## config.mk

```make
export PLATFORM = sky130hd
export DESIGN_NAME = pdecoder_24
export DESIGN_NICKNAME = d
export VERILOG_FILES = /design/src/rtl/pdecoder_24.sv
export SDC_FILE = /design/constraint.sdc
export NUM_CORES = 1
export LEC_CHECK = 0
export ABC_AREA = 1
export CAP_MARGIN = 20
export CELL_PAD_IN_SITES_DETAIL_PLACEMENT = 0
export CELL_PAD_IN_SITES_GLOBAL_PLACEMENT = 1
export CORE_UTILIZATION = 37
export CTS_BUF_LIST = sky130_fd_sc_hd__clkbuf_2 sky130_fd_sc_hd__clkbuf_4 sky130_fd_sc_hd__clkbuf_8
export CTS_CLUSTER_DIAMETER = 30
export DETAILED_ROUTE_END_ITERATION = 8
export GPL_ROUTABILITY_DRIVEN = 0
export PLACE_DENSITY_LB_ADDON = 0.15
export SYNTH_ARGS = -nofsm -noshare
export SYNTH_HDL_FRONTEND = slang
export SYNTH_SLANG_ARGS = --single-unit
```

## constraint.sdc

```tcl
create_clock -name clk -period 3.4 [get_ports clk]
set_clock_uncertainty 0.2 [all_clocks]
set_input_delay 0.68 -clock clk [delete_from_list [all_inputs] [get_ports clk]]
set_output_delay 0.68 -clock clk [all_outputs]
set_load 0.02 [all_outputs]
```

## src/rtl/pdecoder_24.sv

```systemverilog
// Sequenced 2-to-4 decoder: accepts a 2-bit code via valid/ready, drives the one-hot line for HOLD cycles, then GAP idle cycles.
// Latency: y is registered and appears in the cycle after the accept. i_ready is low while a pulse or gap is in progress.
// Optional accept counter output acc_cnt is present only when PDECODER_ACCEPT_CNT_EN is defined.
module pdecoder_24 #(
   parameter int HOLD = 4,
   parameter int GAP  = 1,
   parameter int CW   = 8
) (
   input  logic          clk,
   input  logic          rst,
   input  logic [1:0]    i,
   input  logic          i_valid,
   output logic          i_ready,
   input  logic          en,
   output logic [3:0]    y,
   output logic          y_valid,
   output logic          busy
`ifdef PDECODER_ACCEPT_CNT_EN
   ,
   output logic [CW-1:0] acc_cnt
`endif
);

   localparam int MXV  = (HOLD > GAP) ? ((HOLD > 2) ? HOLD : 2) : ((GAP > 2) ? GAP : 2);
   localparam int CNTW = $clog2(MXV);
   localparam logic [CNTW-1:0] HOLD_M1 = CNTW'(HOLD - 1);
   localparam logic [CNTW-1:0] GAP_M1  = (GAP > 0) ? CNTW'(GAP - 1) : '0;

   typedef enum logic [1:0] {S_IDLE, S_DRIVE, S_GAP} state_t;

   state_t            state;
   logic [CNTW-1:0]   cnt;
   logic              accept;

   // With GAP==0 the last DRIVE cycle may take the next code so pulses abut.
   assign i_ready = en & ((state == S_IDLE) |
                          ((state == S_DRIVE) & (cnt == '0) & (GAP == 0)));
   assign accept  = i_valid & i_ready;
   assign busy    = (state != S_IDLE);

   always_ff @(posedge clk or posedge rst) begin
      if (rst) begin
         state   <= S_IDLE;
         y       <= 4'b0000;
         y_valid <= 1'b0;
         cnt     <= '0;
      end else begin
         case (state)
            S_IDLE: begin
               if (accept) begin
                  y       <= 4'b0001 << i;
                  y_valid <= 1'b1;
                  cnt     <= HOLD_M1;
                  state   <= S_DRIVE;
               end else begin
                  y       <= 4'b0000;
                  y_valid <= 1'b0;
               end
            end
            S_DRIVE: begin
               if (cnt != '0) begin
                  cnt <= cnt - 1'b1;
               end else if (accept) begin
                  y       <= 4'b0001 << i;
                  y_valid <= 1'b1;
                  cnt     <= HOLD_M1;
               end else if (GAP > 0) begin
                  y       <= 4'b0000;
                  y_valid <= 1'b0;
                  cnt     <= GAP_M1;
                  state   <= S_GAP;
               end else begin
                  y       <= 4'b0000;
                  y_valid <= 1'b0;
                  state   <= S_IDLE;
               end
            end
            S_GAP: begin
               y       <= 4'b0000;
               y_valid <= 1'b0;
               if (cnt != '0) cnt <= cnt - 1'b1;
               else           state <= S_IDLE;
            end
            default: begin
               state   <= S_IDLE;
               y       <= 4'b0000;
               y_valid <= 1'b0;
               cnt     <= '0;
            end
         endcase
      end
   end

`ifdef PDECODER_ACCEPT_CNT_EN
   always_ff @(posedge clk or posedge rst) begin
      if (rst)         acc_cnt <= '0;
      else if (accept) acc_cnt <= acc_cnt + 1'b1;
   end
`endif

endmodule
```

# == After elaboration in Yosys (flattened, before gate mapping) ==
# Cells that the tools add are included.
# word_totals
ff_bits,9
inputBits,6
out_inout_bits,7
# classes
addsub,1
eq_ne,7
shift,1
n_mux,16
bitwise,2
reduce_logical,5
# ops
operator,count
2-to-1 mux 2 bit,8
case mux 2 bit (3 select lines),2
!= test 2 bit (second input constant),5
2-to-1 mux 4 bit,2
case mux 4 bit (2 select lines),1
AND reduction 4 bit,1
nonzero test 2 bit,2
<< shifter 1 x 2 -> 4 bit (first input constant),1
bitwise AND 1 bit,2
equality test 2 x 1 -> 1 bit (second input constant),1
equality test 2 bit (second input constant),1
logical NOT 2 bit,1
2-to-1 mux 1 bit,2
case mux 1 bit (2 select lines),1
AND reduction 2 bit,1
subtractor 2 x 1 -> 2 bit (second input constant),1

# == Depth between registers and ports, before layout ==
# Gate-level depths: netlist of run 1.
# logic_depth
word_depth,6
ltp_mapped,8

# == Worst setup path before layout of run 1 ==
# No wires, ideal clock.
# synth_path
path_type,reg-to-output
startpoint,register state[0]
endpoint,output i_ready
arrival_time_ns,1.028
required_time_ns,2.520
slack_ns,1.492
stages_incl_launch_ff,4
cell_sequence,dfrtp_1 -> nor2_4 -> inv_1 -> nor2_1
# synth_via
elab_chain_len,2
# synth_lines
item,line,rtl
start: declaration,31,state_t state;
start signal: assignment,43,state <= S_IDLE;
start signal: assignment,54,state <= S_DRIVE;
start signal: assignment,71,state <= S_GAP;
logical NOT 2 bit,36,assign i_ready = en & ((state == S_IDLE) |
bitwise AND 1 bit,36,
end: declaration,13,"output logic i_ready,"
# Every way passes these cells.

# == Final worst setup path of run 1 ==
# layout_path
startpoint,input en
endpoint,output i_ready
# layout_via
elab_chain_len,1
# layout_lines
item,line,rtl
start: declaration,14,"input logic en,"
bitwise AND 1 bit,36,
# Every way passes these cells.

==> summary.md, run 1 <==
| Metric | Value |
|---|---|
| Setup_tns | 0 ps |
| Share of layout cells above drive strength 1 | 14.29% |
| Mux share of post-synthesis cell area | 0% |
| Crit path from | en |
| Clock latency reported for the late side of the worst-skew pair | 270 ps |
| Number of nets with antenna violations after detailed routing | 0 |
| Mean instance size in the synthesized netlist | 8.020 um^2 |
| CTS tree | built |
| DRC violation count after routing | 0 |
| Post-CTS setup repair buffer count | 0 |
| First-pass iteration count of the detailed router | 4 |
| Floorplan Core Area | 1171 um^2 |
| Crit path DAT | 1990 ps |
| GR Layer Usage met2 | 23.73% |
| Max VDD drop | 0.0004531 V |
| Share of the clock period used by the worst path | 84.45% |
| Leading post-synthesis cells by instance count | sky130_fd_sc_hd__nand2_1, sky130_fd_sc_hd__inv_1, sky130_fd_sc_hd__dfrtp_1 |
| Mapped cell area | 489.2 um^2 |
| Final setup violation count | 0 |
| Ant diodes | 0 |
| Synthesized-area fraction occupied by adder cells | 2.558% |
| Post_cts resized | 0 |
| First-pass GRT wire length | 1.711 mm |
| Post-Synth XOR/XNOR Area | 0% |
| CTS Sinks | 9 |
| Critical Path Sink Type | output port |
| Number of enable-type register cells in the synthesized netlist | 0 |
| Number of filler instances in the final layout | 118 |
| Synthesized-area fraction occupied by and/or/nand/nor cells | 30.43% |
| IO Count | 13 |
| Top_reg_cell synth | sky130_fd_sc_hd__dfrtp_1 |
| Area share of the leading cell type in the synthesized netlist | 46.04% |
| Critical Path Max Stage Delay | 600 ps |
| CP Max Fanout | 3 |
| Die outline height | 38.36 um |
| Most repeated cell in the gate-level netlist after synthesis | sky130_fd_sc_hd__nand2_1 |
| TritonCTS buffer count | 3 |
| Power density normalized to cell area | 818.1 nW/um^2 |
| Highest Clock Rate | 0.3483 GHz |
| Std cell rows | 12 |
| # H-tree levels | 1 |
| Status | complete, no violations |
| Pins Over Slew Limit | 0 |
| Worst slew margin relative to its limit | 76.69% |
| Post-synthesis register bit count | 9 |
| Total length of routed wires | 942 um |
| Tot Pwr | 0.5374 mW |
| Initial DRC count | 12 |
| CTS Root Cell | sky130_fd_sc_hd__clkbuf_4 |
| Number of global-route vias before repair | 393 |
| Main combinational cell family by area after synthesis | simple AND/OR/NAND/NOR gates |
| Min cycle time layout | 2871 ps |
| Count of warnings emitted by yosys | 0 |
| Unrepaired setup endpoints after global routing | no |
| Share of synthesized flip-flops with an asynchronous set or reset | 100.0% |
| Sequence of cells on the critical path | clkdlybuf4s50_1 > inv_1 > nor2_1 > clkdlybuf4s50_1 |
| Dpl hpwl | 681.5 um |
| Hold/Removal Path Class | flop to flop |
| Die boundary width | 38.36 um |
| Maximum number of pins on one net before global-route repair | 11 |
| Initial antenna violation count | 0 |
| Area of the die | 1471 um^2 |
| Total global routing track utilization | 17.77% |
| Compound-gate portion of the synthesized area | 11.00% |
| Final count of hold timing violations | 0 |
| Sequential share of the synthesized area | 46.04% |
| IO buf count | 12 |
| Max-cap violation count | 0 |
| Required arrival time at the worst endpoint | 2520 ps |
| Post-Synthesis Cells | 61 |
| Reg-to-Reg Start | cnt[0] |
| FF/Latch Area | 225.2 um^2 |
| Worst Tran Pin Value | 349.3 ps |
| Maximum buffer depth of the clock tree | 2 |
| Area contributors post-synth | sky130_fd_sc_hd__dfrtp_1, sky130_fd_sc_hd__nand2_1, sky130_fd_sc_hd__inv_1 |
| Combined area of the multi-input logic cells | 215.2 um^2 |
| Clock-pin transition on the worst setup and hold timing paths | 70 ps |
| Global routing met1 resource utilization | 23.90% |
| Met3 demand-to-capacity share in global routing | 8.721% |
| Number of nets produced by synthesis | 68 |
| Startpoint types | input pin |
| Largest area contributor in the synthesized netlist | sky130_fd_sc_hd__dfrtp_1 |
| Total congestion overflow after global routing | 0 |
| Initial core utilization | 41.77% |
| Kind of critical path | input pin to output port |
| Beginning of the worst hold path | cnt[1] |
| Final net count | 85 |
| Area growth, synth to finish | 34.27% |
| Routed via count divided by cell count | 4.670 |
| Hold-fix buffers, CTS | 0 |
| GR peak layer | met1 |
| Total via count after detailed routing | 425 |
| Most frequent cell on the critical path | sky130_fd_sc_hd__clkdlybuf4s50_1 |
| Routed wirelength normalized by instance count | 10.35 um |
| Cell leakage power | 0.3369 nW |
| Number of distinct library cell variants in the gate-level netlist after synthesis | 15 |
| Critical-path cell with the highest stage delay | sky130_fd_sc_hd__clkdlybuf4s50_1 |
[cell usage in the layout (no fill, tap or decap)]
cell type and n:
sky130_fd_sc_hd__clkdlybuf4s50_1 12, sky130_fd_sc_hd__nor2_2 2, sky130_fd_sc_hd__clkbuf_4 4, sky130_fd_sc_hd__nor2_4 1, sky130_fd_sc_hd__nand2_1 17, sky130_fd_sc_hd__nand3_4 1, sky130_fd_sc_hd__inv_1 11, sky130_fd_sc_hd__dfrtp_1 9
sky130_fd_sc_hd__a21oi_1 2, sky130_fd_sc_hd__o31ai_1 4, sky130_fd_sc_hd__nor2_1 2, sky130_fd_sc_hd__inv_2 2, sky130_fd_sc_hd__nand4_1 1, sky130_fd_sc_hd__a31o_2 1, sky130_fd_sc_hd__o21ai_0 1, sky130_fd_sc_hd__ha_1 1
sky130_fd_sc_hd__nand3_1 6
[state kept, by name, summed over array words and instances, names as in the netlist]
signal	flops
cnt	2
state	2
y	4
y_valid	1
[cell families (layout without fill, tap and decap cells)]
kind of cell             after synthesis  in the layout
AND/OR/NAND/NOR                       30             30
buffers and inverters                 13             29
flip-flops                             9              9
AO/OA/AOI/OAI                          8              8
adder cells (fa/ha/maj)                1              1
[report_power, final]
| group | internal (mW) | total [mW] | switching [mW] |
|---|---|---|---|
| Sequential | 0.140 | 0.173 | 0.0328 |
| Combinational | 0.111 | 0.273 | 0.162 |
| Clock | 0.0532 | 0.0922 | 0.0389 |
[routing by layer]
layer,vias to the layer above,part of all wire (%)
met5,-,0
met4,0,1.2
met3,3,6.3
met2,10,42
met1,187,51
li1,225,-
[layout make-up]
cell class	count	area share, %
tap	14	2.667
clock buffer	4	4.571
inverter	13	7.429
sequential	9	34.29
timing repair buffer	12	18.29
multi-input combinational	39	32.76
[critical path, delay by kind of cell]
kind	cells	cell delay [ps]
buffers and inverters	3	1210
AND/OR/NAND/NOR	1	100
[final timing paths]
path / end / depth (start not counted) / slack [ps]
worst max-delay path: i_ready / 4 / 530
worst min-delay path: cnt[1] / 2 / 290
worst max register to register: cnt[0] / 7 / 1930
worst min register to register: cnt[1] / 2 / 290
max in group asynchronous: y[1] / 2 / 2270
min in group asynchronous: cnt[1] / 2 / 460
[metrics by stage]
step | cell area, um^2 | utilization (%) | hold WS, ps | setup WS, ps | instances
2_1_floorplan | 489.2 | - | 248.8 | 1492 | 61
3_3_place_gp | 626.9 | 53.53 | 267.4 | 537.7 | 87
3_5_place_dp | 626.9 | 53.53 | 265.8 | 525.9 | 87
4_1_cts | 656.9 | 56.09 | 288.3 | 520.5 | 91
5_1_grt | 656.9 | 56.09 | 322.7 | 482.2 | 91
6_report | 656.9 | 56.09 | 286.3 | 528.6 | 91
Power figures use the tool's default switching activity.
==> run 2, diff against run 1 <==
--- a/config.mk
+++ b/config.mk
@@ -9,7 +9,7 @@
 export CAP_MARGIN = 20
 export CELL_PAD_IN_SITES_DETAIL_PLACEMENT = 0
 export CELL_PAD_IN_SITES_GLOBAL_PLACEMENT = 1
-export CORE_UTILIZATION = 37
+export CORE_UTILIZATION = 34
 export CTS_BUF_LIST = sky130_fd_sc_hd__clkbuf_2 sky130_fd_sc_hd__clkbuf_4 sky130_fd_sc_hd__clkbuf_8
 export CTS_CLUSTER_DIAMETER = 30
 export DETAILED_ROUTE_END_ITERATION = 8
==> constraint.sdc (replaced) <==
create_clock -name clk -period 2.68 [get_ports clk]
set_clock_uncertainty 0.2 [all_clocks]
set_input_delay 0.536 -clock clk [delete_from_list [all_inputs] [get_ports clk]]
set_output_delay 0.536 -clock clk [all_outputs]
set_load 0.02 [all_outputs]
==> run 2 against run 1 <==
  * Clock power up 24%
  * Routed wire length increased by 2.8%
  * Largest power group unchanged
  * Clock-buffer cell count stayed put
  * Power is 27% higher
  * Critical endpoint unchanged
==> summary.md, run 2 (synthesized netlist as in run 1, its figures left out) <==
| Metric | Value |
|---|---|
| Post-CTS setup repair buffer count | 0 |
| IO buf count | 12 |
| IO Count | 13 |
| # H-tree levels | 1 |
| Floorplan Core Area | 1318 um^2 |
| Number of nets with antenna violations after detailed routing | 0 |
| Area growth, synth to finish | 36.06% |
| Die boundary width | 39.93 um |
| Std cell rows | 13 |
| Worst Tran Pin Value | 331.7 ps |
| Top register by number of flip-flops | y |
| Routed via count divided by cell count | 4.645 |
| Startpoint types | input pin |
| Post_cts resized | 0 |
| Status | complete, no violations |
| Ant diodes | 0 |
| Total length of routed wires | 968 um |
| Initial DRC count | 3 |
| Clock-pin transition on the worst setup and hold timing paths | 60 ps |
| Total via count after detailed routing | 432 |
| Area of the die | 1594 um^2 |
| Kind of critical path | input pin to output port |
| Maximum buffer depth of the clock tree | 2 |
| Hold-fix buffers, CTS | 0 |
| Total congestion overflow after global routing | 0 |
| CTS Root Cell | sky130_fd_sc_hd__clkbuf_4 |
| CP Max Fanout | 2 |
| Min cycle time layout | 2496 ps |
| Setup_tns | 0 ps |
| Required arrival time at the worst endpoint | 1940 ps |
| First-pass GRT wire length | 1.587 mm |
| Worst slew margin relative to its limit | 77.87% |
| Share of layout cells above drive strength 1 | 15.38% |
| Most frequent cells in the layout | sky130_fd_sc_hd__nand2_1, sky130_fd_sc_hd__clkdlybuf4s50_1, sky130_fd_sc_hd__inv_1 |
| Cell leakage power | 0.3417 nW |
| Pins Over Slew Limit | 0 |
| Final non-filler cell total | 93 |
| Flip-flop count of the largest register, all copies and words added | 4 |
| Crit path DAT | 1760 ps |
| Die outline height | 39.93 um |
| Initial antenna violation count | 0 |
| Final count of hold timing violations | 0 |
| Highest Clock Rate | 0.4007 GHz |
| DRC violation count after routing | 0 |
| Initial core utilization | 37.13% |
| Hold/Removal Path Class | flop to flop |
| Post-Layout Inst Area | 665.6 um^2 |
| CTS tree | built |
| Clock latency reported for the late side of the worst-skew pair | 260 ps |
| Most common cell after layout, fill and taps aside | sky130_fd_sc_hd__nand2_1 |
| Worst hold slack | 283.3 ps |
| Cell count after placement | 89 |
| Share of the clock period used by the worst path | 93.13% |
| CTS Sinks | 9 |
| Power density normalized to cell area | 1024 nW/um^2 |
| First-pass iteration count of the detailed router | 5 |
| Dpl hpwl | 764.3 um |
| TritonCTS buffer count | 3 |
| Number of global-route vias before repair | 370 |
| Critical Path Sink Type | output port |
| Max VDD drop | 0.0004750 V |
| Maximum number of pins on one net before global-route repair | 11 |
| Final net count | 86 |
| Final setup violation count | 0 |
| Largest registers | y (4), cnt (2), state (2) |
| Standard cell area after detailed placement | 635.6 um^2 |
| Total global routing track utilization | 15.75% |
| Routed wirelength normalized by instance count | 10.41 um |
| Max-cap violation count | 0 |
| Unrepaired setup endpoints after global routing | no |
-- run 2: changes by cell type in the layout (fill, tap and decap cells not counted) --
cell	before	now
sky130_fd_sc_hd__buf_4	0	1
-- run 2: through the flow --
step           power [mW]  utilization, %  setup slack, ps
4_1_cts            0.6928           50.52            177.4
5_1_grt            0.7385           50.52            150.1
3_3_place_gp       0.5732           48.24            202.4
6_report           0.6815           50.52            184.2
2_1_floorplan      0.4598               -            916.3
3_5_place_dp       0.5756           48.24            178.0
-- run 2: critical path, stage by stage --
cell                              delay [ps]
sky130_fd_sc_hd__clkdlybuf4s50_1         470
sky130_fd_sc_hd__inv_1                    50
sky130_fd_sc_hd__nor2_1                   90
sky130_fd_sc_hd__clkdlybuf4s50_1         600
-- run 2: layout make-up --
cell class | count | area (um^2)
multi-input combinational | 39 | 215.2
timing repair buffer | 13 | 127.6
fill | 133 | 651.9
inverter | 13 | 48.80
tap | 15 | 18.77
clock buffer | 4 | 30.03
sequential | 9 | 225.2
-- run 2: path summary, 6_finish.rpt --
kind / slack [ps] / start / endpoint / cells past startpoint
worst max-delay path: 180 / en / i_ready / 4
worst min register to register: 280 / cnt[1] / cnt[1] / 2
worst min-delay path: 280 / cnt[1] / cnt[1] / 2
worst max register to register: 1190 / cnt[0] / cnt[0] / 7
min in group asynchronous: 330 / rst / state[1] / 2
max in group asynchronous: 1710 / rst / cnt[0] / 2
-- run 2: per-layer routing --
metal | up-vias | wire length, um | global-route usage (%)
met1 | 191 | 461 | 20.49
met4 | 0 | 14 | 12.93
met2 | 11 | 455 | 22.18
met3 | 2 | 36 | 3.333
met5 | - | 0 | 0
li1 | 228 | - | -
-- run 2: where the power goes --
| part | switching [mW] | leakage [nW] | internal, mW |
|---|---|---|---|
| Clock | 0.0464 | 0.0184 | 0.0674 |
| Sequential | 0.0420 | 0.116 | 0.177 |
| Combinational | 0.206 | 0.207 | 0.142 |
